[src/rtl/bcd_pkg.sv]
`default_nettype none
// ============================================================================
//  Package     : bcd_pkg
//  Description : Shared state encoding, key codes and helpers for the keypad
//                BCD entry controller and its converter.
//  Contents    : ST_* state codes, state_t enum, KEY_* codes, is_digit()
//  Revision    : 1.0  initial release
// ============================================================================
package bcd_pkg;

    // Controller state codes, 3 bits wide
    localparam logic [2:0] ST_IDLE  = 3'd0;
    localparam logic [2:0] ST_ENTRY = 3'd1;
    localparam logic [2:0] ST_CONV  = 3'd2;
    localparam logic [2:0] ST_CHECK = 3'd3;
    localparam logic [2:0] ST_HOLD  = 3'd4;
    localparam logic [2:0] ST_ERR   = 3'd5;

    typedef enum logic [2:0] {
        S_IDLE  = ST_IDLE,
        S_ENTRY = ST_ENTRY,
        S_CONV  = ST_CONV,
        S_CHECK = ST_CHECK,
        S_HOLD  = ST_HOLD,
        S_ERR   = ST_ERR
    } state_t;

    // Keypad decoder codes; 0-9 are digits, C-F carry no meaning here
    localparam logic [3:0] KEY_MINUS = 4'hA;
    localparam logic [3:0] KEY_ENTER = 4'hB;

    function automatic logic is_digit(input logic [3:0] code);
        return (code <= 4'd9);
    endfunction

endpackage : bcd_pkg
`default_nettype wire

[src/rtl/bcd3_to_mag.sv]
`default_nettype none
// ============================================================================
//  Module      : bcd3_to_mag
//  Description : Combinational 3-digit BCD to 10-bit binary magnitude,
//                hund*100 + tens*10 + ones, built from shifts and adds.
//  Ports       : hund, tens, ones  in  4  BCD digits (0-9 each)
//                mag               out 10 binary magnitude, 0..999
//  Revision    : 1.0  initial release
// ============================================================================
module bcd3_to_mag (
    input  logic [3:0] hund,
    input  logic [3:0] tens,
    input  logic [3:0] ones,
    output logic [9:0] mag
);

    logic [9:0] w_hund;
    logic [9:0] w_tens;
    logic [9:0] w_ones;

    assign w_hund = {6'b0, hund};
    assign w_tens = {6'b0, tens};
    assign w_ones = {6'b0, ones};

    // x*100 = 64x + 32x + 4x ; x*10 = 8x + 2x. Max 999 fits in 10 bits.
    assign mag = (w_hund << 6) + (w_hund << 5) + (w_hund << 2)
               + (w_tens << 3) + (w_tens << 1)
               + w_ones;

endmodule : bcd3_to_mag
`default_nettype wire

[src/rtl/bcd_entry_ctrl.sv]
`default_nettype none
// ============================================================================
//  Module      : bcd_entry_ctrl
//  Description : Sequences keypad entry of a signed 3-digit BCD number and
//                converts it to an N-bit sign-magnitude result with range
//                check. IDLE -> ENTRY -> CONV -> CHECK -> HOLD | ERR.
//  Ports       : clk           in   1  clock, rising edge
//                reset_n       in   1  synchronous active-low reset
//                clear         in   1  synchronous clear of entry/result
//                key_valid     in   1  key strobe
//                key_code      in   4  0-9 digit, A minus, B enter
//                bcd_word      out 16  {sign,3'b0,hund,tens,ones}
//                digit_count   out  2  digits accepted so far
//                busy          out  1  high in CONV and CHECK
//                result        out  N  held sign-magnitude result
//                result_valid  out  1  one-cycle pulse on result update
//                error         out  1  last conversion out of range
//  Revision    : 1.0  initial release
// ============================================================================
module bcd_entry_ctrl
    import bcd_pkg::*;
#(
    parameter int N      = 8,
    parameter int DIGITS = 3
) (
    input  logic          clk,
    input  logic          reset_n,
    input  logic          clear,
    input  logic          key_valid,
    input  logic [3:0]    key_code,
    output logic [15:0]   bcd_word,
    output logic [1:0]    digit_count,
    output logic          busy,
    output logic [N-1:0]  result,
    output logic          result_valid,
    output logic          error
);

    localparam int unsigned c_MAXMAG    = (2 ** (N - 1)) - 1;
    localparam logic [1:0]  c_MAX_COUNT = 2'(DIGITS);

    state_t       r_state,        w_state_nxt;
    logic [15:0]  r_bcd_word,     w_bcd_word_nxt;
    logic [1:0]   r_digit_count,  w_digit_count_nxt;
    logic [9:0]   r_mag,          w_mag_nxt;
    logic [N-1:0] r_result,       w_result_nxt;
    logic         r_result_valid, w_result_valid_nxt;
    logic         r_error,        w_error_nxt;

    logic [9:0]   w_mag;
    logic         w_is_digit;

    bcd3_to_mag u_bcd3_to_mag (
        .hund (r_bcd_word[11:8]),
        .tens (r_bcd_word[7:4]),
        .ones (r_bcd_word[3:0]),
        .mag  (w_mag)
    );

    assign w_is_digit = is_digit(key_code);

    // ------------------------------------------------------------------
    // State and datapath registers
    // ------------------------------------------------------------------
    always_ff @(posedge clk) begin
        if (!reset_n) begin
            r_state        <= S_IDLE;
            r_bcd_word     <= 16'h0000;
            r_digit_count  <= 2'd0;
            r_mag          <= 10'd0;
            r_result       <= '0;
            r_result_valid <= 1'b0;
            r_error        <= 1'b0;
        end else begin
            r_state        <= w_state_nxt;
            r_bcd_word     <= w_bcd_word_nxt;
            r_digit_count  <= w_digit_count_nxt;
            r_mag          <= w_mag_nxt;
            r_result       <= w_result_nxt;
            r_result_valid <= w_result_valid_nxt;
            r_error        <= w_error_nxt;
        end
    end

    // ------------------------------------------------------------------
    // Next-state and next-datapath logic
    // ------------------------------------------------------------------
    always_comb begin
        w_state_nxt        = r_state;
        w_bcd_word_nxt     = r_bcd_word;
        w_digit_count_nxt  = r_digit_count;
        w_mag_nxt          = r_mag;
        w_result_nxt       = r_result;
        w_result_valid_nxt = 1'b0;
        w_error_nxt        = r_error;

        if (clear) begin
            // Clear wins over any key arriving in the same cycle
            w_state_nxt       = S_IDLE;
            w_bcd_word_nxt    = 16'h0000;
            w_digit_count_nxt = 2'd0;
            w_result_nxt      = '0;
            w_error_nxt       = 1'b0;
        end else begin
            unique case (r_state)
                S_IDLE, S_HOLD, S_ERR: begin
                    // A new key starts a fresh entry; the previous result
                    // stays on display until the next conversion.
                    if (key_valid) begin
                        if (w_is_digit) begin
                            w_bcd_word_nxt    = {12'h000, key_code};
                            w_digit_count_nxt = 2'd1;
                            w_error_nxt       = 1'b0;
                            w_state_nxt       = S_ENTRY;
                        end else if (key_code == KEY_MINUS) begin
                            w_bcd_word_nxt    = 16'h8000;
                            w_digit_count_nxt = 2'd0;
                            w_error_nxt       = 1'b0;
                            w_state_nxt       = S_ENTRY;
                        end
                    end
                end

                S_ENTRY: begin
                    if (key_valid) begin
                        if (w_is_digit) begin
                            if (r_digit_count < c_MAX_COUNT) begin
                                w_bcd_word_nxt[11:0] = {r_bcd_word[7:0], key_code};
                                w_digit_count_nxt    = r_digit_count + 2'd1;
                            end
                        end else if (key_code == KEY_MINUS) begin
                            // Sign can only be changed before the first digit
                            if (r_digit_count == 2'd0) begin
                                w_bcd_word_nxt[15] = ~r_bcd_word[15];
                            end
                        end else if (key_code == KEY_ENTER) begin
                            w_state_nxt = S_CONV;
                        end
                    end
                end

                S_CONV: begin
                    w_mag_nxt   = w_mag;
                    w_state_nxt = S_CHECK;
                end

                S_CHECK: begin
                    w_result_valid_nxt = 1'b1;
                    if (32'(r_mag) > c_MAXMAG) begin
                        w_result_nxt = '0;
                        w_error_nxt  = 1'b1;
                        w_state_nxt  = S_ERR;
                    end else begin
                        // Sign is suppressed for a zero magnitude so -0 reads as 0
                        w_result_nxt = {r_bcd_word[15] & (r_mag != 10'd0), r_mag[N-2:0]};
                        w_error_nxt  = 1'b0;
                        w_state_nxt  = S_HOLD;
                    end
                end

                default: begin
                    w_state_nxt = S_IDLE;
                end
            endcase
        end
    end

    assign bcd_word     = r_bcd_word;
    assign digit_count  = r_digit_count;
    assign busy         = (r_state == S_CONV) || (r_state == S_CHECK);
    assign result       = r_result;
    assign result_valid = r_result_valid;
    assign error        = r_error;

endmodule : bcd_entry_ctrl
`default_nettype wire
[config.mk]
export PLATFORM = sky130hd
export DESIGN_NAME = bcd_entry_ctrl
export DESIGN_NICKNAME = d
export VERILOG_FILES = /design/src/rtl/bcd_pkg.sv /design/src/rtl/bcd3_to_mag.sv /design/src/rtl/bcd_entry_ctrl.sv
export SDC_FILE = /design/constraint.sdc
export NUM_CORES = 1
export LEC_CHECK = 0
export BUFFER_PORTS_ARGS = -buffer_cell sky130_fd_sc_hd__buf_2
export CAP_MARGIN = 30
export CORE_ASPECT_RATIO = 0.8
export CORE_UTILIZATION = 52
export CTS_CLUSTER_SIZE = 40
export DETAILED_ROUTE_END_ITERATION = 16
export HOLD_SLACK_MARGIN = 0.05
export PLACE_DENSITY = 0.74
export SLEW_MARGIN = 20
export SYNTH_ARGS = -nofsm -noshare
export SYNTH_HDL_FRONTEND = slang
export SYNTH_SLANG_ARGS = --single-unit
[constraint.sdc]
create_clock -name clk -period 3.2 [get_ports clk]
set_input_delay 0.32 -clock clk [delete_from_list [all_inputs] [get_ports clk]]
set_output_delay 0.32 -clock clk [all_outputs]
set_load 0.01 [all_outputs]
# ---- Word-level counts from Yosys, hierarchy flattened
# Cells that the tools add are included.
dict set report classes {
  n_addsub 6
  multipliers 0
  div_mod_pow 0
  magnitude_cmp 3
  n_eq_ne 17
  shifts 0
  muxes 35
  bitwise 4
  reduce_logical 15
}
# cell n
set op_table {}
lappend op_table {{16-bit 2-to-1 mux} 3}
lappend op_table {{12-bit 2-to-1 mux} 3}
lappend op_table {{12-bit case mux with 2 select lines} 1}
lappend op_table {{3-bit 2-to-1 mux} 7}
lappend op_table {{2-bit inequality test (second input constant)} 9}
lappend op_table {{2-bit 2-to-1 mux} 6}
lappend op_table {{3-bit case mux with 4 select lines} 1}
lappend op_table {{6-bit AND reduction} 2}
lappend op_table {{10-bit by 4-bit adder with 10-bit output} 1}
lappend op_table {{10-bit by 5-bit adder with 10-bit output} 1}
lappend op_table {{10-bit by 6-bit adder with 10-bit output} 1}
lappend op_table {{10-bit by 7-bit adder with 10-bit output} 1}
lappend op_table {{10-bit by 9-bit adder with 10-bit output} 1}
lappend op_table {{10-bit by 7-bit greater-than comparator with 1-bit output (second input constant)} 1}
lappend op_table {{1-bit 2-to-1 mux} 10}
lappend op_table {{10-bit nonzero test} 1}
lappend op_table {{4-bit == test (second input constant)} 2}
lappend op_table {{8-bit 2-to-1 mux} 1}
lappend op_table {{7-bit AND reduction} 1}
lappend op_table {{3-bit by 2-bit == test with 1-bit output (second input constant)} 2}
lappend op_table {{3-bit == test (second input constant)} 2}
lappend op_table {{3-bit AND reduction} 2}
lappend op_table {{2-bit nonzero test} 3}
lappend op_table {{4-bit less-or-equal comparator (second input constant)} 1}
lappend op_table {{other kinds (14)} 17}
dict set report totals {
  reg_bits 41
  latch_bits 0
  mem_bits_rw 0
  romBits 0
  input_bits 8
  out_inout_bits 29
  elab_cells 89
  memories 0
}

# ---- Depth between registers and ports, before layout
dict set report depth {
  depth_word 6
  ltp_mapped 11
  mapped_depth_nobuf 11
}

# ---- By module
# From an unflattened synthesis, not the netlist that was laid out.
dict set report hier_totals {
  hier_cells 258
  hier_area_um2 2301.0
}
# module n_inst cells_per_inst area_each_um2 seq_area_each_um2
set modules_own_cells {}
lappend modules_own_cells {bcd_entry_ctrl 1 195 1737.9 760.7}
lappend modules_own_cells {bcd3_to_mag 1 63 563.0 0.0}

# ---- Least setup slack after synthesis
# OpenSTA, ideal clock, no wires.
dict set report synth_timing {
  path_kind {flip-flop to flip-flop}
  startpoint {reg r_bcd_word[3] (netlist: bcd_word[3])}
  endpoint {reg r_mag[9]}
  setup_ns 0.091
  arrival_ns 2.861
  required_ns 3.109
  setup_slack_ns 0.248
  path_stages_with_launch 12
  path_buffers 0
  period_less_slack_ns 2.952
  cell_sequence {dfxtp_1 > inv_1 > fa_1 > inv_1 > fa_1 > ha_1 > inv_1 > fa_1 > nor2b_1 > o2111ai_1 > a31o_2 > a311oi_1}
}
dict set report synth_via {
  elab_chain_len 1
}
# item line_no
set synth_rtl {}
lappend synth_rtl {{from (decl)} bcd_entry_ctrl.sv:43} ;# logic [15:0] r_bcd_word, w_bcd_word_nxt;
lappend synth_rtl {{from (signal assigned)} bcd_entry_ctrl.sv:76} ;# r_bcd_word <= w_bcd_word_nxt;
lappend synth_rtl {{10-bit by 4-bit adder with 10-bit output} bcd3_to_mag.sv:28} ;# + w_ones;
lappend synth_rtl {{to (signal assigned)} bcd_entry_ctrl.sv:78} ;# r_mag <= w_mag_nxt;
lappend synth_rtl {{to (decl)} bcd_entry_ctrl.sv:45} ;# logic [9:0] r_mag, w_mag_nxt;
# No other way between the ends.
# A chain may end at the register's enable or synchronous reset.

# ---- Final worst setup path
# Ends and elaborated chain as after synthesis.

==> out/qor.tcl <==
set qor(max_clock_freq_ghz) 0.336
set qor(num-fill-cells) 405
set qor(setup_total_negative_slack_ns) 0
set qor(finalWirelength_um) 4610
set qor(worstSetupEndpointType) {register}
set qor(die_area_um2) 4600
set qor(layout.area.seq_um2) 763
set qor(layout_commonest_cell) {sky130_fd_sc_hd__dfxtp_1}
set qor(run_status) {finished, final reports clean}
set qor(final-hold-violation-count) 0
set qor(placement.setup.worst_slack_ns) 0.120
set qor(cp_slowest_stage_delay_ns) 0.53
set qor(postCtsResizedCells) 0
set qor(yosys.cell_types.count) 46
set qor(final_cell_mix) {sky130_fd_sc_hd__dfxtp_1 (36), sky130_fd_sc_hd__buf_2 (33), sky130_fd_sc_hd__nand2_1 (26)}
set qor(worstPathMaxFanout) 4
set qor(ordered_cell_list_for_the_critical_path) {inv_1 -> fa_1 -> inv_1 -> fa_1 -> ha_1 -> inv_1 -> fa_2 -> nor2b_2 -> o2111ai_1 -> a31o_2 -> a311oi_2}
set qor(synth.cell_area_um2) 2250
set qor(tritoncts) {done}
set qor(grt_start_max_net_pins) 18
set qor(cts_buffers) 5
set qor(hold_path.startpoint) {key_code[1]}
set qor(cts_setup_buffers) 0
set qor(area_growth_pct) 13.5
set qor(worst_setup_path_start_kind) {register}
set qor(worstPathRequired_ns) 3.41
set qor(worstSetupStartpoint) {bcd_word[3]}
set qor(ios) 37
set qor(detail_route.first_pass.iterations) 4
set qor(route.antenna.remaining_nets) 0
set qor(rsz0062_at_grt) {false}
set qor(yosys_register_bits) 38
set qor(vias_per_cell) 5.49
set qor(netlist_instances) 257
set qor(cp.arrival_ns) 3.18
set qor(critical_path.top_delay_family) {adder cells}
set qor(total_leakage_power_nw) 1.15
set qor(max_transition_viols_final) 0
set qor(r2r_worst_path_depth) 11
set qor(synth-async-reset-ratio_pct) 0
set qor(cts.reportedPaths.clkPinSlew_ns) 0.07
set qor(ir_drop_worst_vdd_mv) 0.310
set qor(route.vias.total) 1882
set qor(rrSetupSlack_ns) 0.23
set qor(worst-path-buf-inv) 3
set qor(multi_input_area_um2) 1330
set qor(floorplan.die.width_um) 75.6
set qor(io_buffer_count) 33
set qor(dominantRegCellSynth) {sky130_fd_sc_hd__dfxtp_1}
set qor(worst_r2r_endpoint) {r_mag[9]}
set qor(design.final.nets) 318
set qor(grt_antenna_before_repair) 0
set qor(worst_hold_path_type) {input port to register}
set qor(clock_latency_ns) 0.29
set qor(root_buffer) {sky130_fd_sc_hd__clkbuf_8}
set qor(via_count_of_the_first_global_routing_pass) 1722
set qor(postLayoutSetupSlackWorst_ns) 0.227
set qor(cts_num_sinks) 38
set qor(antenna-diode-count) 0
set qor(transition_at_the_pin_with_the_smallest_max_transition_slack_ns) 0.919
set qor(cts.htree.levels) 2
set qor(post_route_cells_drive_above_1_share_pct) 19.2
set qor(detail_route.drc_violations) 0
set qor(post_route_hold_slack_ns) 0.353
set qor(postCtsHoldBufs) 0
set qor(yosysSeqAreaShare_pct) 33.8
set qor(endpoint) {r_mag[9]}
set qor(global_route.overflow_total) 0
set qor(core_um2) 4180
set qor(post_synth.cell_area_avg_um2) 8.77
set qor(timing.rr.start) {bcd_word[3]}
set qor(die_y_um) 60.9
set qor(max_cap_violations) 0
set qor(worst_clock_skew_ns) 0.00418
set qor(critical-path-top-cell-by-count) {sky130_fd_sc_hd__inv_1}
set qor(layout_worst_path_cycle_share_pct) 92.9
set qor(crit_slowest_cell) {sky130_fd_sc_hd__fa_1}
set qor(hpwl_um) 3480
set qor(cp.depth) 11
set qor(finalWeightedCongestion) 0.846
set qor(power.density_nw_per_um2) 377
set qor(grt.total_usage_pct) 23.2
set qor(cts_max_path_buffers) 2
set qor(wire_per_inst_um) 13.4
set qor(final-setup-viol-count) 0
set qor(yosys_warnings) 0
set qor(initial_core_util_pct) 53.9
set qor(first_iter_violations) 92
set qor(finalWorstPathRequiredPeriod_ns) 2.97
set qor(critPathKind) {register to register}
set qor(num_rows) 21
set qor(synth-edff-count) 0
set qor(slew-limit-headroom_pct) 38.7
set qor(grt_pass1_wl_um) 7890
set qor(design_power_total_uw) 964
sequential cells by signal, summed over array words and instances (netlist names):
register,flops
r_mag,10
digit_count,2
r_state,3
bcd_word,13
error,1
result_valid,1
result,8
worst min path at each step:
stage / end / slack, ns / cells past startpoint
after floorplan: r_mag[5] / 0.44 / 2
final: bcd_word[1] / 0.35 / 3
after detailed placement: result[7] / 0.45 / 2
after global placement: result[7] / 0.44 / 2
after global routing: bcd_word[1] / 0.35 / 3
after CTS: bcd_word[1] / 0.34 / 3
cell usage after synthesis, types with 5 or more instances:
cell type | number | area share, %
sky130_fd_sc_hd__buf_4 | 5 | 1.7
sky130_fd_sc_hd__o21ai_0 | 5 | 1.1
sky130_fd_sc_hd__inv_1 | 25 | 4.2
sky130_fd_sc_hd__buf_2 | 7 | 1.6
sky130_fd_sc_hd__or3_1 | 5 | 1.4
sky130_fd_sc_hd__nand3_1 | 18 | 4.0
sky130_fd_sc_hd__fa_1 | 7 | 6.2
sky130_fd_sc_hd__a21oi_1 | 14 | 3.1
sky130_fd_sc_hd__ha_1 | 17 | 9.4
sky130_fd_sc_hd__a22oi_1 | 7 | 2.3
sky130_fd_sc_hd__nor2_1 | 13 | 2.2
sky130_fd_sc_hd__dfxtp_1 | 38 | 34
sky130_fd_sc_hd__mux2i_1 | 14 | 6.2
sky130_fd_sc_hd__o211ai_1 | 6 | 2.0
sky130_fd_sc_hd__nand2_1 | 26 | 4.3
metrics by stage:
step	instance area, um2	utilization [%]	instances
3_3_place_gp	2430	58.2	336
3_5_place_dp	2430	58.2	336
4_1_cts	2540	60.9	343
2_1_floorplan	2260	-	259
6_report	2560	61.2	343
5_1_grt	2560	61.2	343
worst reg2reg max path, delay by kind of cell, from the launching register on:
kind	cells	cell delay, ns
AO/OA/AOI/OAI	3	0.65
adder cells (fa/ha/maj)	4	1.58
buffers and inverters	3	0.18
flip-flops	1	0.35
AND/OR/NAND/NOR	1	0.14
per-layer routing:
layer	global-route usage [%]	part of all wire (%)	vias up	routed length, um
li1	-	-	952	-
met3	5.81	4.5	4	209
met5	0	0	-	0
met2	35.5	44	43	2020
met4	6.35	0.85	0	39
met1	32.6	51	883	2340
area by class of cell:
class | count | share of cell area (%)
clock buffer | 6 | 3.23
inverter | 25 | 3.67
tap | 57 | 2.79
timing repair buffer | 36 | 7.33
clock inverter | 1 | 1.17
sequential | 38 | 29.8
multi-input combinational | 180 | 52.0
power breakdown:
part | total, mW | switching, mW | internal, mW
sequential | 0.480 | 0.00416 | 0.476
clock | 0.417 | 0.167 | 0.249
combinational | 0.0672 | 0.0436 | 0.0236
logic make-up (layout without fill, tap and decap cells):
| family | after synthesis | count (layout) | synth area share (%) |
|---|---|---|---|
| buf+inv | 41 | 68 | 8.05 |
| other cells | 1 | 3 | 0.166 |
| flops | 38 | 38 | 33.8 |
| fa+ha+maj | 24 | 24 | 15.7 |
| compound gates | 47 | 47 | 14.3 |
| simple gates | 89 | 89 | 20.7 |
| mux | 14 | 14 | 6.22 |
| xor+xnor | 3 | 3 | 1.17 |
No activity file was read; power rests on OpenSTA's default activity.
